**config.mk**
```make
export PLATFORM = sky130hd
export DESIGN_NAME = muldiv_sequencer
export DESIGN_NICKNAME = d
export VERILOG_FILES = /design/src/rtl/muldiv_sequencer_pkg.sv /design/src/rtl/muldiv_iter_core.sv /design/src/rtl/muldiv_sequencer.sv
export SDC_FILE = /design/constraint.sdc
export NUM_CORES = 1
export LEC_CHECK = 0
export ABC_AREA = 1
export CORE_MARGIN = 5
export CORE_UTILIZATION = 40
export DETAILED_ROUTE_END_ITERATION = 12
export PLACE_DENSITY = 0.65
export SLEW_MARGIN = 20
export SYNTH_ARGS = -nofsm -noshare
export SYNTH_HDL_FRONTEND = slang
export SYNTH_SLANG_ARGS = --single-unit
```
**constraint.sdc**
```tcl
create_clock -name i_clk -period 2.4 [get_ports i_clk]
set_clock_uncertainty 0.1 [all_clocks]
set_input_delay 0.48 -clock i_clk [delete_from_list [all_inputs] [get_ports i_clk]]
set_output_delay 0.48 -clock i_clk [all_outputs]
set_load 0.02 [all_outputs]
```
**src/rtl/muldiv_sequencer_pkg.sv**
```systemverilog
// Shared constants and state encoding for the RV32M multiply/divide sequencer.
package muldiv_sequencer_pkg;

  localparam logic [2:0] MUL_F3    = 3'b000;
  localparam logic [2:0] MULH_F3   = 3'b001;
  localparam logic [2:0] MULHSU_F3 = 3'b010;
  localparam logic [2:0] MULHU_F3  = 3'b011;
  localparam logic [2:0] DIV_F3    = 3'b100;
  localparam logic [2:0] DIVU_F3   = 3'b101;
  localparam logic [2:0] REM_F3    = 3'b110;
  localparam logic [2:0] REMU_F3   = 3'b111;

  localparam logic [6:0] MULDIV_FUNCT7 = 7'b0000001;

  typedef enum logic [1:0] {
    MD_IDLE  = 2'd0,
    MD_CALC  = 2'd1,
    MD_FIXUP = 2'd2,
    MD_DONE  = 2'd3
  } md_state_e;

  // funct3[2] separates the divide family from the multiply family
  function automatic logic is_div_op(input logic [2:0] f3);
    return f3[2];
  endfunction

endpackage

```
**src/rtl/muldiv_iter_core.sv**
```systemverilog
// Iterative datapath: shift-add multiplier and restoring divider sharing one
// 2*XLEN accumulator. Multiply leaves the product in acc; divide leaves the
// remainder in the upper half and the quotient in the lower half.
module muldiv_iter_core #(
  parameter int XLEN = 32
) (
  input  logic              i_clk,
  input  logic              i_rst_n,
  input  logic              i_load,
  input  logic              i_step,
  input  logic              i_div_mode,
  input  logic [XLEN-1:0]   i_op_a,
  input  logic [XLEN-1:0]   i_op_b,
  output logic [2*XLEN-1:0] o_acc
);

  logic [2*XLEN-1:0] acc_q;
  logic [XLEN-1:0]   b_q;
  logic              div_q;

  logic [XLEN:0]     mul_sum;
  logic [2*XLEN-1:0] mul_next;
  logic [XLEN:0]     div_cand;
  logic [XLEN:0]     div_diff;
  logic [2*XLEN-1:0] div_next;

  // One multiply step and one restoring-divide step computed side by side
  always_comb begin
    mul_sum  = {1'b0, acc_q[2*XLEN-1:XLEN]} + (acc_q[0] ? {1'b0, b_q} : {(XLEN+1){1'b0}});
    mul_next = {mul_sum, acc_q[XLEN-1:1]};
    div_cand = acc_q[2*XLEN-1:XLEN-1];
    div_diff = div_cand - {1'b0, b_q};
    if (div_diff[XLEN]) begin
      div_next = {div_cand[XLEN-1:0], acc_q[XLEN-2:0], 1'b0};
    end else begin
      div_next = {div_diff[XLEN-1:0], acc_q[XLEN-2:0], 1'b1};
    end
  end

  // Load operands on start, then advance one step per strobe
  always_ff @(posedge i_clk or negedge i_rst_n) begin
    if (!i_rst_n) begin
      acc_q <= '0;
      b_q   <= '0;
      div_q <= 1'b0;
    end else if (i_load) begin
      acc_q <= {{XLEN{1'b0}}, i_op_a};
      b_q   <= i_op_b;
      div_q <= i_div_mode;
    end else if (i_step) begin
      acc_q <= div_q ? div_next : mul_next;
    end
  end

  assign o_acc = acc_q;

endmodule

```
**src/rtl/muldiv_sequencer.sv**
```systemverilog
// RV32M multi-cycle sequencer: latches operand magnitudes, runs XLEN
// iterations in the core, fixes up sign, and pulses o_done for one cycle.
import muldiv_sequencer_pkg::*;

module muldiv_sequencer #(
  parameter int XLEN = 32
) (
  input  logic            i_clk,
  input  logic            i_rst_n,
  input  logic            i_start,
  input  logic [2:0]      i_f3,
  input  logic [XLEN-1:0] i_rs1,
  input  logic [XLEN-1:0] i_rs2,
  input  logic            i_flush,
  output logic            o_stall,
  output logic            o_done,
  output logic [XLEN-1:0] o_result
);

  localparam int CNT_W = $clog2(XLEN);
  localparam logic [CNT_W-1:0] LAST_STEP = CNT_W'(XLEN - 1);
  localparam logic [XLEN-1:0]  MIN_INT   = {1'b1, {(XLEN-1){1'b0}}};

  md_state_e         state_q, state_d;
  logic [CNT_W-1:0]  count_q;
  logic [2:0]        f3_q;
  logic              neg_q;
  logic [XLEN-1:0]   result_q;

  logic              start_ok;
  logic              a_signed, b_signed, sign_a, sign_b, neg_d;
  logic [XLEN-1:0]   abs_a, abs_b;
  logic              div_zero, overflow, special;
  logic [XLEN-1:0]   special_result;
  logic              core_load, core_step;
  logic [2*XLEN-1:0] acc;
  logic [2*XLEN-1:0] prod;
  logic [XLEN-1:0]   quot, rem, fixup_result;

  assign start_ok = i_start & ~i_flush;

  // Operand conditioning: magnitudes, result sign and the short-circuit cases
  always_comb begin
    a_signed = (i_f3 == MULH_F3) || (i_f3 == MULHSU_F3) || (i_f3 == DIV_F3) || (i_f3 == REM_F3);
    b_signed = (i_f3 == MULH_F3) || (i_f3 == DIV_F3) || (i_f3 == REM_F3);
    sign_a   = a_signed & i_rs1[XLEN-1];
    sign_b   = b_signed & i_rs2[XLEN-1];
    abs_a    = sign_a ? -i_rs1 : i_rs1;
    abs_b    = sign_b ? -i_rs2 : i_rs2;
    neg_d    = (i_f3 == REM_F3) ? sign_a : (sign_a ^ sign_b);
    div_zero = is_div_op(i_f3) && (i_rs2 == '0);
    overflow = ((i_f3 == DIV_F3) || (i_f3 == REM_F3)) && (i_rs1 == MIN_INT) && (&i_rs2);
    special  = div_zero | overflow;
    if (div_zero) begin
      special_result = i_f3[1] ? i_rs1 : {XLEN{1'b1}};
    end else begin
      special_result = i_f3[1] ? {XLEN{1'b0}} : MIN_INT;
    end
  end

  muldiv_iter_core #(.XLEN(XLEN)) u_core (
    .i_clk      (i_clk),
    .i_rst_n    (i_rst_n),
    .i_load     (core_load),
    .i_step     (core_step),
    .i_div_mode (is_div_op(i_f3)),
    .i_op_a     (abs_a),
    .i_op_b     (abs_b),
    .o_acc      (acc)
  );

  // Sign fixup and selection of the requested half or divide result
  always_comb begin
    prod = neg_q ? -acc : acc;
    quot = neg_q ? -acc[XLEN-1:0] : acc[XLEN-1:0];
    rem  = neg_q ? -acc[2*XLEN-1:XLEN] : acc[2*XLEN-1:XLEN];
    fixup_result = prod[XLEN-1:0];
    case (f3_q)
      MUL_F3:                      fixup_result = prod[XLEN-1:0];
      MULH_F3, MULHSU_F3, MULHU_F3: fixup_result = prod[2*XLEN-1:XLEN];
      DIV_F3, DIVU_F3:             fixup_result = quot;
      REM_F3, REMU_F3:             fixup_result = rem;
      default:                     fixup_result = prod[XLEN-1:0];
    endcase
  end

  // State register
  always_ff @(posedge i_clk or negedge i_rst_n) begin
    if (!i_rst_n) state_q <= MD_IDLE;
    else          state_q <= state_d;
  end

  // Next state and strobes; flush overrides everything including the done pulse
  always_comb begin
    state_d   = state_q;
    o_stall   = 1'b0;
    o_done    = 1'b0;
    core_load = 1'b0;
    core_step = 1'b0;
    case (state_q)
      MD_IDLE: begin
        if (start_ok) begin
          o_stall   = 1'b1;
          core_load = 1'b1;
          state_d   = special ? MD_DONE : MD_CALC;
        end
      end
      MD_CALC: begin
        o_stall   = 1'b1;
        core_step = 1'b1;
        if (count_q == LAST_STEP) state_d = MD_FIXUP;
      end
      MD_FIXUP: begin
        o_stall = 1'b1;
        state_d = MD_DONE;
      end
      MD_DONE: begin
        o_done  = 1'b1;
        state_d = MD_IDLE;
      end
      default: state_d = MD_IDLE;
    endcase
    if (i_flush) begin
      state_d   = MD_IDLE;
      o_done    = 1'b0;
      core_load = 1'b0;
      core_step = 1'b0;
    end
  end

  // Operation bookkeeping: funct3, result sign, step counter and result register
  always_ff @(posedge i_clk or negedge i_rst_n) begin
    if (!i_rst_n) begin
      count_q  <= '0;
      f3_q     <= '0;
      neg_q    <= 1'b0;
      result_q <= '0;
    end else begin
      if (state_q == MD_IDLE && start_ok) begin
        f3_q    <= i_f3;
        neg_q   <= neg_d;
        count_q <= '0;
        if (special) result_q <= special_result;
      end
      if (state_q == MD_CALC) count_q <= count_q + CNT_W'(1);
      if (state_q == MD_FIXUP && !i_flush) result_q <= fixup_result;
    end
  end

  assign o_result = result_q;

endmodule
```
# == Word level (Yosys, flattened, before mapping) ==
# Index checks and enable logic that the tools add are counted.
# totals
elab_cells,99
ff_bits,140
inputBits,71
# op_classes
n_mux,33
n_reduce_logical,26
bitwise_logic,6
addsub,8
eq_ne,18
# op_table
op,n
$mux 32,11
$mux 64,5
$neg 32->32,4
$pmux 32 s4,1
$neg 64->64,1
$add 32x33->33,1
$sub 33x32->33,1
$eq 32x32->1 const B,1
$logic_not 32->1,1
$reduce_and 32->1,1
$eq 3x3->1 const B,6
$mux 5,2
$eq 3x2->1 const B,3
$mux 1,8
$mux 2,4
$pmux 2 s4,1
$reduce_bool 2->1,4
$eq 3x1->1 const B,2
$logic_or 1x1->1,6
$ne 3x3->1 const B,2
$reduce_or 2->1,3
$add 5x1->5 const B,1
$eq 5x5->1 const B,1
$logic_and 1x1->1,5
other kinds (12),16

# == Depth between registers and ports, before layout ==
# Gate-level depths: netlist of the first run.
# depth
ltp_word,9
ltp_mapped,21
depth_no_buf,19

# == Hierarchy ==
# A second synthesis of the first run with hierarchy kept.
# hier_totals
hier_cells,3031
area_unflattened_um2,17423.0
# by_module_without_submodules
module,seq_area_each_um2,area_per_inst_um2,n_inst,cells_per_inst
muldiv_iter_core,2427.3,9882.0,1,1637
muldiv_sequencer,1076.0,7541.0,1,1394

# == Worst setup path after synthesis of the first run ==
# OpenSTA, ideal clock, no wires.
# synth_timing
path_type,flip-flop to flip-flop
from,reg u_core.acc_q[0] (netlist: u_core.o_acc[0])
to,reg u_core.acc_q[53] (netlist: u_core.o_acc[53])
path_buffers,2
setup_time_ns,0.116
t_arrival_ns,2.374
synth_period_minus_slack_ns,2.591
stages_incl_launch_ff,20
path_slack_ns,-0.191
path_cell_list,dfrtp_1 -> buf_6 -> clkbuf_1 -> nand2_1 -> inv_1 -> ha_1 -> inv_1 -> fa_1 -> o21ai_1 -> nand2_1 -> nand2_1 -> nand2_1 -> nand2_1 -> nand2_1 -> nand3_1 -> nand3_1 -> nand2_1 -> inv_1 -> nand2_1 -> nand2_1
# synth_via
elab_chain_len,5
# synth_rtl
item,line_no,rtl
start: declaration,muldiv_iter_core.sv:17,logic [2*XLEN-1:0] acc_q;
start signal: assignment,muldiv_iter_core.sv:47,"acc_q <= {{XLEN{1'b0}}, i_op_a};"
start signal: assignment,muldiv_iter_core.sv:51,acc_q <= div_q ? div_next : mul_next;
$mux 32,muldiv_iter_core.sv:29,"mul_sum = {1'b0, acc_q[2*XLEN-1:XLEN]} + (acc_q[0] ? {1'b0, b_q} : {(XLEN+1){1'b0}});"
$add 32x33->33,muldiv_iter_core.sv:29,
$mux 64,muldiv_iter_core.sv:51,
$mux 64,muldiv_iter_core.sv:50,end else if (i_step) begin
$mux 64,muldiv_iter_core.sv:46,end else if (i_load) begin
# No other way between the ends. The select of a mux whose other input is x is not followed.
# A chain may end at the register's enable or synchronous reset.

# == Final worst setup path of the first run ==
# layout_timing
from,reg u_core.acc_q[0] (netlist: u_core.o_acc[0])
to,reg u_core.acc_q[49] (netlist: u_core.o_acc[49])
# The elaborated chain is that of the path after synthesis.

==> flow_metrics.py, run 1 <==
metrics = {
    "route": {
        "drtIter0Drc": 2667,
        "wirelength_mm": 81.5,
        "vias": 23522,
        "vias_per_cell": 5.34,
        "drc": 0,
        "first_pass_iters": 6,
        "avgRoutedWirePerCell_um": 18.5,
        "ant_nets": 0,
    },
    "place": {
        "hpwl_mm": 62.0,
        "place_ws_ps": -387,
        "gp_congestion": 1.04,
        "dpl_cell_area_sq_um": 23600,
        "portBuffers": 104,
    },
    "critical_path": {
        "cp_max_fo": 6,
        "cp-start-kind": "register",
        "cpLargestDelayFamily": "simple AND/OR/NAND/NOR gates",
        "r2r-end": "u_core.o_acc[49]",
        "ff2ff_setup_slack_ps": -220,
        "r2r-start": "u_core.o_acc[0]",
        "slowest_delay_ps": 460,
        "endpoint_kind": "register",
        "path_common_cell": "nand2_1",
        "path_cells": "buf_12 -> buf_16 -> nand2_1 -> inv_2 -> ha_4 -> nand2_4 -> nor2_4 -> inv_2 -> buf_6 -> nor2_4 -> nand4_1 -> nand4_1 -> nand3_1 -> nand2_1 -> inv_1 -> nand2_1 -> nand2_1",
        "cp.arrival_ps": 2860,
        "crit_buf_inv": 6,
        "critPathRequiredTime_ps": 2640,
        "slowest_stage": "dfrtp_2",
        "r2r_cells": 17,
        "crit_type": "register to register",
    },
    "clock_network": {
        "cts_root_buf": "clkbuf_16",
        "insertion_delay_ps": 450,
        "cts_tree": "done",
        "clock-sinks": 140,
        "cts_buffer_depth": 2,
        "clk_pin_slew_ps": 70,
        "cts-buffers-inserted": 17,
        "h-tree-depth": 4,
    },
    "yosys": {
        "yosys.area.top_type": "nand2_1",
        "synth_seq_cells": 140,
        "yosysSeqAreaShare": 0.198,
        "ys_types": 54,
        "synth_area_sq_um": 17700,
        "yosysTopAreaCellShare": 0.223,
        "avgSynthCellArea_sq_um": 5.60,
        "synth.area.top_cells": "nand2_1, dfrtp_1, inv_1, nand3_1, nor2_1",
        "synth_edf_count": 0,
        "yosysMostFrequentCell": "nand2_1",
        "syn-num-nets": 3300,
        "async_flop_share": 1.00,
        "yosys_most_used_dff": "dfrtp_1",
        "yosysWarnings": 0,
        "netlist_top_cells_count": "nand2_1, inv_1, nor2_1",
        "netlist_instances": 3151,
    },
    "floorplan": {
        "dieArea_sq_um": 48400,
        "coreArea_sq_um": 43900,
        "rows": 77,
        "die_w_um": 220,
        "io_pins": 105,
        "fp.dieH_um": 220,
        "start_util": 0.402,
    },
    "power": {
        "p_leak_nw": 13.9,
        "peakVddDrop_uv": 675,
        "p_per_area_nw_per_um2": 1330,
    },
    "final_layout": {
        "layout.nets": 3946,
        "areaGrowthSynthToFinish_pct": 52.5,
        "drive_above_1_share": 0.312,
        "fin_area_sq_um": 26900,
        "post-route-util": 0.613,
        "diodes": 0,
    },
    "run_status": {
        "violations": "setup timing",
        "status": "finished, violations left",
    },
    "min_path": {
        "hold_path_class": "input pin to register",
        "hold-path-endpoint": "o_result[1]",
        "hold_path_depth": 3,
        "min-delay-start": "i_rs1[1]",
    },
    "timing": {
        "slew_headroom": 0.618,
        "fmax_mhz": 382,
        "hold_ws_ps": 286,
        "fin_ws_ps": -216,
        "rsz0062_at_grt": "yes",
        "drv_slew": 0,
        "timing.final.hold_violations": 0,
        "tns_ps": -3480,
        "setup_viol_count_final": 35,
        "finalCriticalPeriod_ps": 2620,
        "worstMarginPinSlew_ps": 569,
        "post-route-period-util": 1.09,
    },
    "global_route": {
        "grt_pass1_vias": 21083,
        "grt_pass1_wl_mm": 120,
        "antenna_found_initial": 0,
        "overflow": 0,
        "grt_max_degree": 104,
        "grt_use_total": 0.317,
    },
    "run": {
        "maxCapViolations": 0,
    },
}
[worst max-delay path by stage]
stage               startpoint                to  cells past startpoint
3_5_place_dp          i_rs2[0]      o_result[21]                     16
6_report       u_core.o_acc[0]  u_core.o_acc[49]                     17
4_1_cts        u_core.o_acc[0]  u_core.o_acc[58]                     16
2_1_floorplan  u_core.o_acc[0]  u_core.o_acc[53]                     19
5_1_grt        u_core.o_acc[0]  u_core.o_acc[51]                     18
3_3_place_gp          i_rs2[1]      o_result[21]                     16
[sequential cells by signal (all words and copies together) (netlist names)]
signal and flops:
u_core.o_acc 64, u_core.b_q 32, u_core.div_q 1, f3_q 3, count_q 5, neg_q 1, state_q 2, o_result 32
[worst reg2reg max path: stages, from the launching register on]
cell and delay, ps:
dfrtp_2 460, buf_12 150, buf_16 130, nand2_1 80, inv_2 50, ha_4 310, nand2_4 100, nor2_4 110
inv_2 50, buf_6 120, nor2_4 110, nand4_1 200, nand4_1 200, nand3_1 110, nand2_1 80, inv_1 40
nand2_1 60, nand2_1 50
[stage by stage]
stage          cells  total power, mW
2_1_floorplan   3151             17.1
3_3_place_gp    4329             27.7
3_5_place_dp    4329             27.8
4_1_cts         4382             32.9
5_1_grt         4402             38.2
6_report        4402             35.9
[cells in the final DEF, fill, tap and decap left out, drive strengths merged, types with 22 or more instances in the layout]
cell type,n
nand2,1071
inv,460
a22oi,22
xor2,60
nand3,317
a21oi,145
nor2,360
nor3,32
clkdlybuf4s50,101
nand4,48
dfrtp,140
buf,616
ha,76
o21ai,229
clkbuf,26
[area by class of cell]
cell class	count	area, sq um
Tap cell	592	741
Inverter	465	1770
Fill cell	4102	17000
Clock inverter	10	161
Clock buffer	22	484
Multi-Input combinational cell	2450	14100
Timing Repair Buffer	723	6130
Sequential cell	140	3540
[report_power, final]
group / switching (mW) / internal, mW
Clock: 1.11 / 1.85
Sequential: 1.15 / 3.46
Combinational: 16.5 / 11.8
Total: 18.8 / 17.1
[routing by layer]
metal  GRT usage  up-vias  wire, um
met4       0.104        0      3550
met5           0        -         0
met3      0.0669      202      8910
met2       0.459     1280     33900
li1            -    11346         -
met1       0.466    10694     35100
[timing repair]
| item | in CTS | in global routing |
|---|---|---|
| gates resized for setup | 320 | 291 |
| cloned | 2 | 5 |
| setup buffers | 18 | 15 |
| pin swaps | 71 | 110 |
| hold buffers | 1 | 0 |
| hold endpoints to repair | 45 | 0 |
| endpoints found under the setup margin | 53 | 75 |
[cell families after synthesis]
group                      Yosys count  synth area share
AOI/OAI and AO/OA                  442             0.138
xor gates and xnor gates            81            0.0402
adders and majority gates           78            0.0561
buffers and inverters              562             0.126
DFF                                140             0.198
and+or+nand+nor                   1848             0.442
(Power assumes the default switching activity.)
==> inputs of run 2 (changes only) <==
--- a/config.mk
+++ b/config.mk
@@ -6,10 +6,12 @@
 export NUM_CORES = 1
 export LEC_CHECK = 0
 export ABC_AREA = 1
+export ABC_CLOCK_PERIOD_IN_PS = 2400
 export CORE_MARGIN = 5
 export CORE_UTILIZATION = 40
 export DETAILED_ROUTE_END_ITERATION = 12
 export PLACE_DENSITY = 0.65
+export REMOVE_ABC_BUFFERS = 1
 export SLEW_MARGIN = 20
 export SYNTH_ARGS = -nofsm -noshare
 export SYNTH_HDL_FRONTEND = slang
==> run 2 against run 1 <==
  * The run still ends with setup timing left
  * Total power decreased by 5.0%
  * Combinational power shrank 7%
  * Via count fell by 1.3%
  * First-iteration DRC count shrank 5.3%
  * Die area unchanged
  * Worst setup slack gained 16 ps
  * Clock-buffer cell count down 4
  * Global-route usage is 1.1 points lower
  * Hold slack gained 84 ps
  * Flip-flop and latch count is the same
  * Fmax increased by 0.61%
  * Cell count shrank 1.4%
==> flow_metrics.py, run 2 (synthesis gave the netlist of run 1 again) <==
metrics = {
    "run_status": {
        "status": "finished, violations left",
        "violations": "setup timing",
    },
    "run": {
        "maxCapViolations": 0,
    },
    "power": {
        "p_leak_nw": 13.6,
        "peakVddDrop_uv": 847,
        "seqPwrFrac": 0.144,
        "internal_power_mw": 15.9,
        "power_mw": 34.1,
        "switchingPower_mw": 18.2,
        "p_per_area_nw_per_um2": 1280,
        "switching_share": 0.533,
        "p_comb_frac": 0.770,
        "clockPowerShare": 0.085,
    },
    "critical_path": {
        "cp_max_fo": 8,
        "r2r-start": "u_core.o_acc[0]",
        "cp.arrival_ps": 2860,
        "crit_type": "register to register",
        "endpoint_kind": "register",
        "ff2ff_setup_slack_ps": -200,
        "cp-start-kind": "register",
        "critPathRequiredTime_ps": 2660,
        "r2r_cells": 18,
        "r2r-end": "u_core.o_acc[53]",
    },
    "timing": {
        "slew_headroom": 0.546,
        "finalCriticalPeriod_ps": 2600,
        "fmax_mhz": 385,
        "rsz0062_at_grt": "yes",
        "hold_ws_ps": 370,
        "timing.final.hold_violations": 0,
        "tns_ps": -3950,
        "setup_viol_count_final": 42,
        "worstMarginPinSlew_ps": 677,
        "post-route-period-util": 1.08,
        "fin_ws_ps": -200,
        "drv_slew": 0,
    },
    "floorplan": {
        "coreArea_sq_um": 43900,
        "fp.dieH_um": 220,
        "rows": 77,
        "dieArea_sq_um": 48400,
        "die_w_um": 220,
        "start_util": 0.402,
        "io_pins": 105,
    },
    "min_path": {
        "hold_path_depth": 4,
        "hold_path_class": "input pin to register",
        "hold-path-endpoint": "o_result[1]",
        "min-delay-start": "i_rs1[1]",
    },
    "global_route": {
        "overflow": 0,
        "grt_pass1_vias": 20902,
        "antenna_found_initial": 1,
        "grt_use_total": 0.305,
        "grt_max_degree": 104,
        "grt_pass1_wl_mm": 116,
    },
    "final_layout": {
        "fin_area_sq_um": 26600,
        "areaGrowthSynthToFinish_pct": 50.8,
        "final_common_cell": "nand2_1",
        "drive_above_1_share": 0.314,
        "layout.nets": 3884,
        "largest_reg_flops": 64,
        "final_cell_mix": "nand2_1, buf_4, inv_1, nor2_1, nand3_1",
    },
    "clock_network": {
        "clock-sinks": 140,
        "cts-buffers-inserted": 17,
        "insertion_delay_ps": 470,
        "cts_tree": "done",
        "clk_pin_slew_ps": 70,
        "cts_root_buf": "clkbuf_16",
        "cts_buffer_depth": 2,
        "h-tree-depth": 4,
    },
    "place": {
        "hpwl_mm": 60.9,
        "portBuffers": 104,
        "gp_congestion": 1.03,
        "dpl_cell_area_sq_um": 23100,
        "place_ws_ps": -489,
    },
    "route": {
        "drc": 0,
        "wirelength_mm": 77.8,
        "drtIter0Drc": 2525,
        "first_pass_iters": 6,
        "vias_per_cell": 5.35,
        "vias": 23219,
        "avgRoutedWirePerCell_um": 17.9,
        "ant_nets": 0,
    },
}
run 2: what timing repair did:
item	4_1_cts	5_1_grt
resized for setup	191	493
pin swaps	33	181
setup endpoints to repair	62	80
hold endpoints to repair	39	0
hold buffers	1	0
buffers inserted	7	38
gates cloned	1	3
run 2: how the worst max path moves through the flow:
stage	start	to	slack, ps	cells past startpoint
finish	u_core.o_acc[0]	u_core.o_acc[53]	-200	18
global route	u_core.o_acc[0]	u_core.o_acc[53]	-330	18
CTS	u_core.o_acc[0]	u_core.o_acc[59]	-170	13
detailed placement	i_rs1[0]	o_result[21]	-490	17
global placement	i_rs1[1]	o_result[21]	-520	17
floorplan	state_q[0]	u_core.o_acc[3]	-3760	8
run 2: metrics by stage:
stage	util	std cells
after floorplan	-	3054
after global placement	0.526	4263
after detailed placement	0.526	4263
after CTS	0.560	4304
after global routing	0.606	4341
final	0.606	4341
run 2: cell type report:
type                    count  area [sq um]
diodes                      1          2.50
clock buffers              18           439
clock inverters            14           181
fillers                  4194         17300
inverters                 465          1770
multi-input cells        2449         14300
flip-flops and latches    140          3540
well taps                 592           741
repair buffers            662          5670
run 2: per-layer routing:
layer	GRT usage	share of wire	vias up
li1	-	-	11213
met1	0.445	0.44	10788
met2	0.449	0.43	1080
met3	0.0629	0.10	138
met4	0.102	0.030	0
met5	0	0	-
run 2: power groups by stage:
stage | clock network (mW) | logic (mW) | registers (mW)
floorplan | 0 | 11.8 | 4.93
global placement | 0 | 22.0 | 4.71
detailed placement | 0 | 22.1 | 4.72
CTS | 2.93 | 23.4 | 4.75
global route | 3.02 | 28.5 | 5.01
finish | 2.91 | 26.3 | 4.93
run 2: worst max-delay path, cell delays in order, from the launching register on:
cell and delay, ps:
dfrtp_4 590, clkbuf_16 210, nand2_1 80, inv_2 50, ha_4 270, nand2_2 110, inv_1 50, nand2_1 80
nand2_1 100, a21oi_2 180, nand2_2 130, nand2_2 100, nand2_1 50, nand2_1 70, nand3_2 90, nand2_2 80
inv_1 50, nand2_1 50, nand2_1 40
